$ cat config.mk
export PLATFORM = sky130hd
export DESIGN_NAME = sha256_block_sequencer
export DESIGN_NICKNAME = d
export VERILOG_FILES = /design/src/rtl/sha256_block_sequencer.sv
export SDC_FILE = /design/constraint.sdc
export NUM_CORES = 1
export LEC_CHECK = 0
export BUFFER_PORTS_ARGS = -buffer_cell sky130_fd_sc_hd__buf_2
export CORE_MARGIN = 5
export CORE_UTILIZATION = 52
export DETAILED_ROUTE_END_ITERATION = 10
export GPL_ROUTABILITY_DRIVEN = 0
export PLACE_DENSITY = 0.72
export SYNTH_ARGS = -nofsm -noshare
export SYNTH_HDL_FRONTEND = slang
export SYNTH_SLANG_ARGS = --single-unit
$ cat constraint.sdc
create_clock -name clk -period 4.6 [get_ports clk]
set_clock_uncertainty 0.15 [all_clocks]
set_input_delay 0.23 -clock clk [delete_from_list [all_inputs] [get_ports clk]]
set_output_delay 0.23 -clock clk [all_outputs]
set_load 0.05 [all_outputs]
$ cat src/rtl/sha256_block_sequencer.sv
// SHA-256 block sequencer: absorbs message bytes, pads them, and streams 512-bit blocks to the core.
// Optional feature macro SHA_SEQ_PERF_EN adds the blk_count output (blocks issued since last digest).
module sha256_block_sequencer #(
    parameter int LEN_W = 32
) (
    input  logic        clk,
    input  logic        rst,
    input  logic        in_valid,
    input  logic [7:0]  in_byte,
    input  logic        in_last,
    output logic        in_ready,
    input  logic        core_ready,
    input  logic        core_done,
    output logic [31:0] blk_word,
    output logic        blk_word_valid,
    output logic [3:0]  blk_word_idx,
    output logic        blk_first,
    output logic        blk_last,
    output logic        digest_go,
    output logic        busy,
    output logic        err_len
`ifdef SHA_SEQ_PERF_EN
    ,
    output logic [15:0] blk_count
`endif
);

    typedef enum logic [2:0] {
        ST_ABSORB     = 3'd0,
        ST_PAD        = 3'd1,
        ST_LEN        = 3'd2,
        ST_ISSUE_WAIT = 3'd3,
        ST_SEND       = 3'd4,
        ST_WAIT_DONE  = 3'd5,
        ST_DONE       = 3'd6
    } state_t;

    state_t             state_r, state_nx_s;
    logic [6:0]         ptr_r, ptr_nx_s;
    logic [LEN_W-1:0]   byte_cnt_r, byte_cnt_nx_s;
    logic               first_r, first_nx_s;
    logic               final_r, final_nx_s;
    logic               pad_act_r, pad_act_nx_s;
    logic               pad80_r, pad80_nx_s;
    logic [3:0]         idx_r, idx_nx_s;
    logic               err_len_r, err_len_nx_s;
    logic               wr_byte_en_s;
    logic [7:0]         wr_byte_s;
    logic               len_wr_s;
    logic [4:0]         lane_lsb_s;
    logic [63:0]        bit_len_s;
    logic [31:0]        buf_r [16];

    logic               in_ready_r;
    logic [31:0]        blk_word_r;
    logic               blk_word_valid_r;
    logic [3:0]         blk_word_idx_r;
    logic               blk_first_r;
    logic               blk_last_r;
    logic               digest_go_r;
    logic               busy_r;

    // Byte 0 of a word lands in its most significant lane (big-endian packing).
    assign lane_lsb_s = 5'd24 - {ptr_r[1:0], 3'b000};
    assign bit_len_s  = 64'({byte_cnt_r, 3'b000});

    // Next-state and datapath control.
    always_comb begin
        state_nx_s    = state_r;
        ptr_nx_s      = ptr_r;
        byte_cnt_nx_s = byte_cnt_r;
        first_nx_s    = first_r;
        final_nx_s    = final_r;
        pad_act_nx_s  = pad_act_r;
        pad80_nx_s    = pad80_r;
        idx_nx_s      = idx_r;
        err_len_nx_s  = err_len_r;
        wr_byte_en_s  = 1'b0;
        wr_byte_s     = 8'h00;
        len_wr_s      = 1'b0;
        case (state_r)
            ST_ABSORB: begin
                if (in_valid) begin
                    wr_byte_en_s  = 1'b1;
                    wr_byte_s     = in_byte;
                    ptr_nx_s      = ptr_r + 7'd1;
                    byte_cnt_nx_s = byte_cnt_r + LEN_W'(1);
                    if (byte_cnt_r == {LEN_W{1'b1}}) begin
                        err_len_nx_s = 1'b1;
                    end else begin
                        err_len_nx_s = err_len_r;
                    end
                    if (in_last) begin
                        pad_act_nx_s = 1'b1;
                        pad80_nx_s   = 1'b0;
                        // A last byte filling the block issues it before padding begins.
                        if (ptr_r == 7'd63) begin
                            state_nx_s = ST_ISSUE_WAIT;
                        end else begin
                            state_nx_s = ST_PAD;
                        end
                    end else if (ptr_r == 7'd63) begin
                        state_nx_s = ST_ISSUE_WAIT;
                    end else begin
                        state_nx_s = ST_ABSORB;
                    end
                end else begin
                    state_nx_s = ST_ABSORB;
                end
            end
            ST_PAD: begin
                wr_byte_en_s = 1'b1;
                wr_byte_s    = pad80_r ? 8'h00 : 8'h80;
                pad80_nx_s   = 1'b1;
                ptr_nx_s     = ptr_r + 7'd1;
                if (ptr_r == 7'd55) begin
                    state_nx_s = ST_LEN;
                end else if (ptr_r == 7'd63) begin
                    state_nx_s = ST_ISSUE_WAIT;
                end else begin
                    state_nx_s = ST_PAD;
                end
            end
            ST_LEN: begin
                len_wr_s     = 1'b1;
                final_nx_s   = 1'b1;
                pad_act_nx_s = 1'b0;
                state_nx_s   = ST_ISSUE_WAIT;
            end
            ST_ISSUE_WAIT: begin
                if (core_ready) begin
                    state_nx_s = ST_SEND;
                    idx_nx_s   = 4'd0;
                end else begin
                    state_nx_s = ST_ISSUE_WAIT;
                end
            end
            ST_SEND: begin
                idx_nx_s = idx_r + 4'd1;
                if (idx_r == 4'd15) begin
                    state_nx_s = ST_WAIT_DONE;
                end else begin
                    state_nx_s = ST_SEND;
                end
            end
            ST_WAIT_DONE: begin
                if (core_done) begin
                    first_nx_s = 1'b0;
                    ptr_nx_s   = 7'd0;
                    if (final_r) begin
                        state_nx_s = ST_DONE;
                    end else if (pad_act_r) begin
                        state_nx_s = ST_PAD;
                    end else begin
                        state_nx_s = ST_ABSORB;
                    end
                end else begin
                    state_nx_s = ST_WAIT_DONE;
                end
            end
            ST_DONE: begin
                state_nx_s    = ST_ABSORB;
                ptr_nx_s      = 7'd0;
                first_nx_s    = 1'b1;
                final_nx_s    = 1'b0;
                byte_cnt_nx_s = '0;
            end
            default: begin
                state_nx_s = ST_ABSORB;
            end
        endcase
    end

    // Control state registers.
    always_ff @(posedge clk) begin
        if (rst) begin
            state_r    <= ST_ABSORB;
            ptr_r      <= 7'd0;
            byte_cnt_r <= '0;
            first_r    <= 1'b1;
            final_r    <= 1'b0;
            pad_act_r  <= 1'b0;
            pad80_r    <= 1'b0;
            idx_r      <= 4'd0;
            err_len_r  <= 1'b0;
        end else begin
            state_r    <= state_nx_s;
            ptr_r      <= ptr_nx_s;
            byte_cnt_r <= byte_cnt_nx_s;
            first_r    <= first_nx_s;
            final_r    <= final_nx_s;
            pad_act_r  <= pad_act_nx_s;
            pad80_r    <= pad80_nx_s;
            idx_r      <= idx_nx_s;
            err_len_r  <= err_len_nx_s;
        end
    end

    // Block buffer; contents after reset are irrelevant since every byte is rewritten before issue.
    always_ff @(posedge clk) begin
        if (wr_byte_en_s) begin
            buf_r[ptr_r[5:2]][lane_lsb_s +: 8] <= wr_byte_s;
        end else if (len_wr_s) begin
            buf_r[14] <= bit_len_s[63:32];
            buf_r[15] <= bit_len_s[31:0];
        end
    end

    // Outputs are registered from the next state so they align with the state they describe.
    always_ff @(posedge clk) begin
        if (rst) begin
            in_ready_r       <= 1'b1;
            blk_word_r       <= 32'd0;
            blk_word_valid_r <= 1'b0;
            blk_word_idx_r   <= 4'd0;
            blk_first_r      <= 1'b0;
            blk_last_r       <= 1'b0;
            digest_go_r      <= 1'b0;
            busy_r           <= 1'b0;
        end else begin
            in_ready_r       <= (state_nx_s == ST_ABSORB);
            blk_word_valid_r <= (state_nx_s == ST_SEND);
            digest_go_r      <= (state_nx_s == ST_DONE);
            busy_r           <= !((state_nx_s == ST_ABSORB) && (ptr_nx_s == 7'd0) && first_nx_s);
            if (state_nx_s == ST_SEND) begin
                blk_word_r     <= buf_r[idx_nx_s];
                blk_word_idx_r <= idx_nx_s;
                blk_first_r    <= first_nx_s;
                blk_last_r     <= final_nx_s;
            end else begin
                blk_word_r     <= 32'd0;
                blk_word_idx_r <= 4'd0;
                blk_first_r    <= 1'b0;
                blk_last_r     <= 1'b0;
            end
        end
    end

    assign in_ready       = in_ready_r;
    assign blk_word       = blk_word_r;
    assign blk_word_valid = blk_word_valid_r;
    assign blk_word_idx   = blk_word_idx_r;
    assign blk_first      = blk_first_r;
    assign blk_last       = blk_last_r;
    assign digest_go      = digest_go_r;
    assign busy           = busy_r;
    assign err_len        = err_len_r;

`ifdef SHA_SEQ_PERF_EN
    logic [15:0] blk_count_r;

    // Blocks issued since the last digest; counted as each block finishes streaming.
    always_ff @(posedge clk) begin
        if (rst) begin
            blk_count_r <= 16'd0;
        end else if (state_r == ST_DONE) begin
            blk_count_r <= 16'd0;
        end else if ((state_r == ST_SEND) && (idx_r == 4'd15)) begin
            blk_count_r <= blk_count_r + 16'd1;
        end else begin
            blk_count_r <= blk_count_r;
        end
    end

    assign blk_count = blk_count_r;
`endif

endmodule
== After elaboration in Yosys (flattened, before gate mapping) ==
Memories as Yosys holds them, arrays and structs flattened. A register that Yosys moved wholly into a read port is not among the register bits.
Index checks and enable logic that the tools add are counted.

* Multiplexer cells: 41
* Bitwise logic cells: 1
* Eq/ne operators: 14
* Shift-type cells: 2
* Reduce and logical (&&, ||, !) cells: 15
* Add/sub/neg operators: 5

{| class="wikitable"
|+ Operators with widths
! operator !! count
|-
| $mux 32 || 4
|-
| $pmux 32 s2 || 1
|-
| $add 32x1->32 const B || 1
|-
| $eq 32x32->1 const B || 1
|-
| $reduce_or 32->1 || 1
|-
| $shift 8x7->32 const A || 1
|-
| $shiftx 8x7->32 || 1
|-
| $pmux 7 s4 || 1
|-
| $mux 3 || 6
|-
| $pmux 3 s6 || 1
|-
| $mux 8 || 2
|-
| $pmux 8 s2 || 1
|-
| $eq 3x3->1 const B || 5
|-
| $eq 7x6->1 const B || 2
|-
| $mux 7 || 2
|-
| $mux 1 || 13
|-
| $pmux 1 s2 || 5
|-
| $reduce_and 3->1 || 3
|-
| $mux 4 || 2
|-
| $pmux 4 s2 || 1
|-
| $add 7x1->7 const B || 1
|-
| $logic_not 7->1 || 1
|-
| $neg 5->7 || 1
|-
| $eq 3x2->1 const B || 2
|-
| 13 further kinds || 19
|}

* Register bits: 61
* Memories: 1
* Output and inout bits: 43
* Input port bits: 14
* Bits in writable memories: 512

{| class="wikitable"
|+ Memory list
! name !! words !! width !! rd ports !! clocked after Yosys merged registers in !! write ports !! RTL line !! text
|-
| buf_r || 16 || 32 || 1 || 1 || 2 || 52 || <nowiki>logic [31:0] buf_r [16];</nowiki>
|}

== Logic depth before layout (Yosys ltp) ==
* Word-level depth: 9
* Gate-level depth with buffers: 11
* Depth with buffers taken out: 8

== Worst setup path after synthesis ==
OpenSTA, ideal clock, no wires.

* Path kind: flip-flop to flip-flop
* Start: reg ptr_r[0]
* End: mem buf_r[0][7], data pin
* Path slack: 1.745 ns
* Data arrival time: 2.305 ns
* Buffers on the path: 2
* Period minus slack after synthesis: 2.855 ns
* Stages on the path, launching flop included: 6
* Cells stage by stage: dfxtp_1 -> clkbuf_1 -> inv_1 -> ha_1 -> clkbuf_1 -> nor4b_1

{| class="wikitable"
|+ RTL lines
! item !! RTL line !! text
|-
| from (decl) || 39 || <nowiki>logic [6:0] ptr_r, ptr_nx_s;</nowiki>
|-
| from (signal assigned) || 188 || <nowiki>ptr_r <= ptr_nx_s;</nowiki>
|-
| to (decl) || 52 ||
|}

== Worst setup path after layout ==
* Start: reg state_r[1]
* End: reg blk_word_r[12] (netlist: blk_word[12]) (read register of buf_r)

* Word-level cells in the longest chain between the ends: 5

{| class="wikitable"
|+ Ends and longest elaborated chain
! item !! RTL line !! text
|-
| from (decl) || 38 || <nowiki>state_t state_r, state_nx_s;</nowiki>
|-
| from (signal assigned) || 187 || <nowiki>state_r <= state_nx_s;</nowiki>
|-
| $eq 3x3->1 (tied with other cells) || 81 || <nowiki>case (state_r)</nowiki>
|-
| $pmux 3 s6 || 81 ||
|-
| $eq 3x3->1 || 225 || <nowiki>if (state_nx_s == ST_SEND) begin</nowiki>
|-
| $not 1->1 (no line) || - ||
|-
| $reduce_or 2->1 (no line) || - ||
|-
| to (decl) || 55 || <nowiki>logic [31:0] blk_word_r;</nowiki>
|}

Several ways; a longest one is shown, not always the timed one.
A chain may end at the register's enable or synchronous reset.

==> reports/metrics.cfg <==
[status]
status = complete, no violations

[sta]
fmax_ghz = 0.268
drv_slew = 0
relSlewSlack_pct = 23.5
worstMarginPinSlew_ns = 1.15
hold_slack_ns = 0.0609
min_period_ns = 3.73
finalHoldViolCount = 0
setup_slack_ns = 0.868
setup_violations = 0
fin_crit_sh_pct = 81.1
rsz0062_at_grt = false
fin_setup_tns_ns = 0

[final_layout]
stdcell_count = 2672
fillerInstances = 3570
seq_area_sq_um = 16900
drive_gt1_share_pct = 9.10
fin_area_sq_um = 27400
area_growth_pct = 11.8
diodes = 0
nets = 2037
multi_input_area_sq_um = 6900
post-route-util_pct = 58.8

[cts]
htreeDepth = 2
cts_setup_buffers = 0
root_buffer = clkbuf_16
cts_tree = done
clk_path_buf_depth = 3
clkTransAtPathRegs_ns = 0.06
cts_sinks = 605
clock_latency_ns = 0.62
cts-buffers-inserted = 58

[critical_path]
worstPathArrival_ns = 4.11
endpoint_kind = flop
r2r_setup_slack_ns = 0.87
regToRegStartpoint = state_r[1]$_SDFF_PP0_
critical_path.max_fanout = 32
crit_start = state_r[1]$_SDFF_PP0_
crit_path_start_kind = flop
reg2reg_depth = 8
cp.required_ns = 4.98
path_class = reg2reg
reg2reg_to = blk_word[12]$_SDFF_PP0_

[pwr]
power_mw = 11.2
p_leak_nw = 10.7
p_per_area_nw_per_um2 = 410
vdd_drop_max_v = 0.000296

[synth]
synthFlopType = edfxtp_1
synth_area_sq_um = 24500
synthTopCellsByArea = edfxtp_1 (59%), dfxtp_1 (10%), mux2i_1 (6.6%)
synth_common_cells = edfxtp_1 (480), nand2_1 (404), nor2_1 (177), nand3_1 (164), mux2i_1 (162)
ys_warn_count = 0
mappedNetlistNets = 1995
ys_types = 56
synth.most_common_cell = edfxtp_1
yosys.area.top_type_share_pct = 58.9
ys_ff_latch = 605
async_reset_ff_share_pct = 0
postSynthAreaPerCell_sq_um = 12.4
synth_edf_count = 480
syn_inst = 1974
ys_seq_area_share_pct = 69.2
synth_area_leader_cell = edfxtp_1

[placement]
place.port_buffers = 56
post-dp-hpwl_mm = 37.4
place_ws_ns = 1.00
dpl.cell_count = 2552
post_dp_cell_area_sq_um = 25200

[floorplanning]
ios = 57
core_area_sq_um = 46600
rows = 79
dieWidth_microns = 227
chipHeight_microns = 227
dieArea_sq_um = 51500
initial_core_util_pct = 52.5

[route]
first_iter_violations = 1538
dr.pass1.iters = 5
drc = 0
antenna_left = 0
routed-via-count = 15800
wirelength_mm = 59.6
viasPerCell = 5.91
wl_per_cell_microns = 22.3

[min_path]
min_from = in_byte[5]
holdPathStages = 3
hold_class = in2reg
hold_path_end = buf_r[15][29]$_DFFE_PP_

[global_routing]
antenna_found_initial = 0
grt_pass1_wl_mm = 90.1
first_global_vias = 15100
gr-total-overflow = 0
grtUsageTotal_pct = 23.0
grt_max_degree = 174

[flow_run]
cap_violations = 0

worst max-delay path, cell delays in order, from the launching register on:
cell       delay, ns
dfxtp_1         0.75
nor2_1          0.15
o21a_1          0.32
a221oi_1        0.56
nand4bb_1       0.57
nor3_4          0.33
buf_4           0.48
a32oi_1         0.20
o21ai_1         0.12
worst max path at each step:
| stage | slack (ns) | endpoint | cells after the start |
|---|---|---|---|
| finish | 0.87 | blk_word[12]$_SDFF_PP0_ | 8 |
| global route | 0.74 | blk_word[10]$_SDFF_PP0_ | 8 |
| CTS | 0.95 | blk_word[18]$_SDFF_PP0_ | 8 |
| detailed placement | 1.00 | blk_word[18]$_SDFF_PP0_ | 8 |
| global placement | 1.29 | blk_word[19]$_SDFF_PP0_ | 8 |
| floorplan | 1.75 | buf_r[0][7]$_DFFE_PP_ | 5 |
state kept, by name (all words and copies together), names as in the netlist, 3 cells and up:
name          count
state_r           3
byte_cnt_r       32
ptr_r             7
blk_word_idx      4
buf_r           512
idx_r             4
blk_word         32
kinds of logic after synthesis:
kind of cell               Yosys count  share of synthesized area, %
and+or+nand+nor                    861                          15.4
DFF                                605                          69.2
AOI/OAI and AO/OA                  174                          4.65
buffers and inverters              138                          2.80
xor gates and xnor gates            27                         0.967
adders and majority gates            7                         0.358
muxes                              162                          6.63
cells in the final DEF, fill, tap and decap left out, types with 9 or more instances in the layout:
cell / netlist / layout
a21o_1: 16 / 16
a21oi_1: 47 / 47
a32oi_1: 31 / 31
buf_2: 41 / 56
buf_4: 3 / 23
bufinv_16: 0 / 10
clkbuf_1: 46 / 12
clkbuf_16: 0 / 59
clkinv_2: 0 / 10
dfxtp_1: 125 / 125
dlygate4sd3_1: 0 / 11
edfxtp_1: 480 / 480
inv_1: 26 / 26
mux2i_1: 162 / 162
nand2_1: 404 / 404
nand3_1: 164 / 164
nand4_1: 42 / 42
nor2_1: 177 / 174
nor2b_1: 11 / 11
nor3_1: 11 / 11
o21ai_0: 19 / 19
o21ai_1: 32 / 32
xnor2_1: 9 / 9
xor2_1: 18 / 18
metal layers:
layer | track usage [%] | part of all wire, %
met3 | 4.98 | 9.0
met4 | 7.39 | 3.2
met5 | 0 | 0
met2 | 36.0 | 47
met1 | 32.6 | 41
where the power goes:
group	leakage (nW)	switching, mW	internal [mW]
registers	5.58	0.0156	5.91
logic	4.08	0.194	0.0625
clock network	1.00	2.00	3.04
total	10.7	2.21	9.01
area by class of cell:
type,count,area share (%)
clock buffer,79,5.96
clock inverter,30,1.48
inverter,26,0.357
multi-input combinational,1231,25.2
sequential,605,61.8
tap,607,2.78
timing repair buffer,94,2.35
what timing repair did:
| action | 4_1_cts | 5_1_grt |
|---|---|---|
| resized for setup | 0 | 0 |
| hold endpoints to repair | 33 | 0 |
| hold buffers | 11 | 0 |
| setup endpoints to repair | 0 | 0 |
Power figures use the tool's default switching activity.
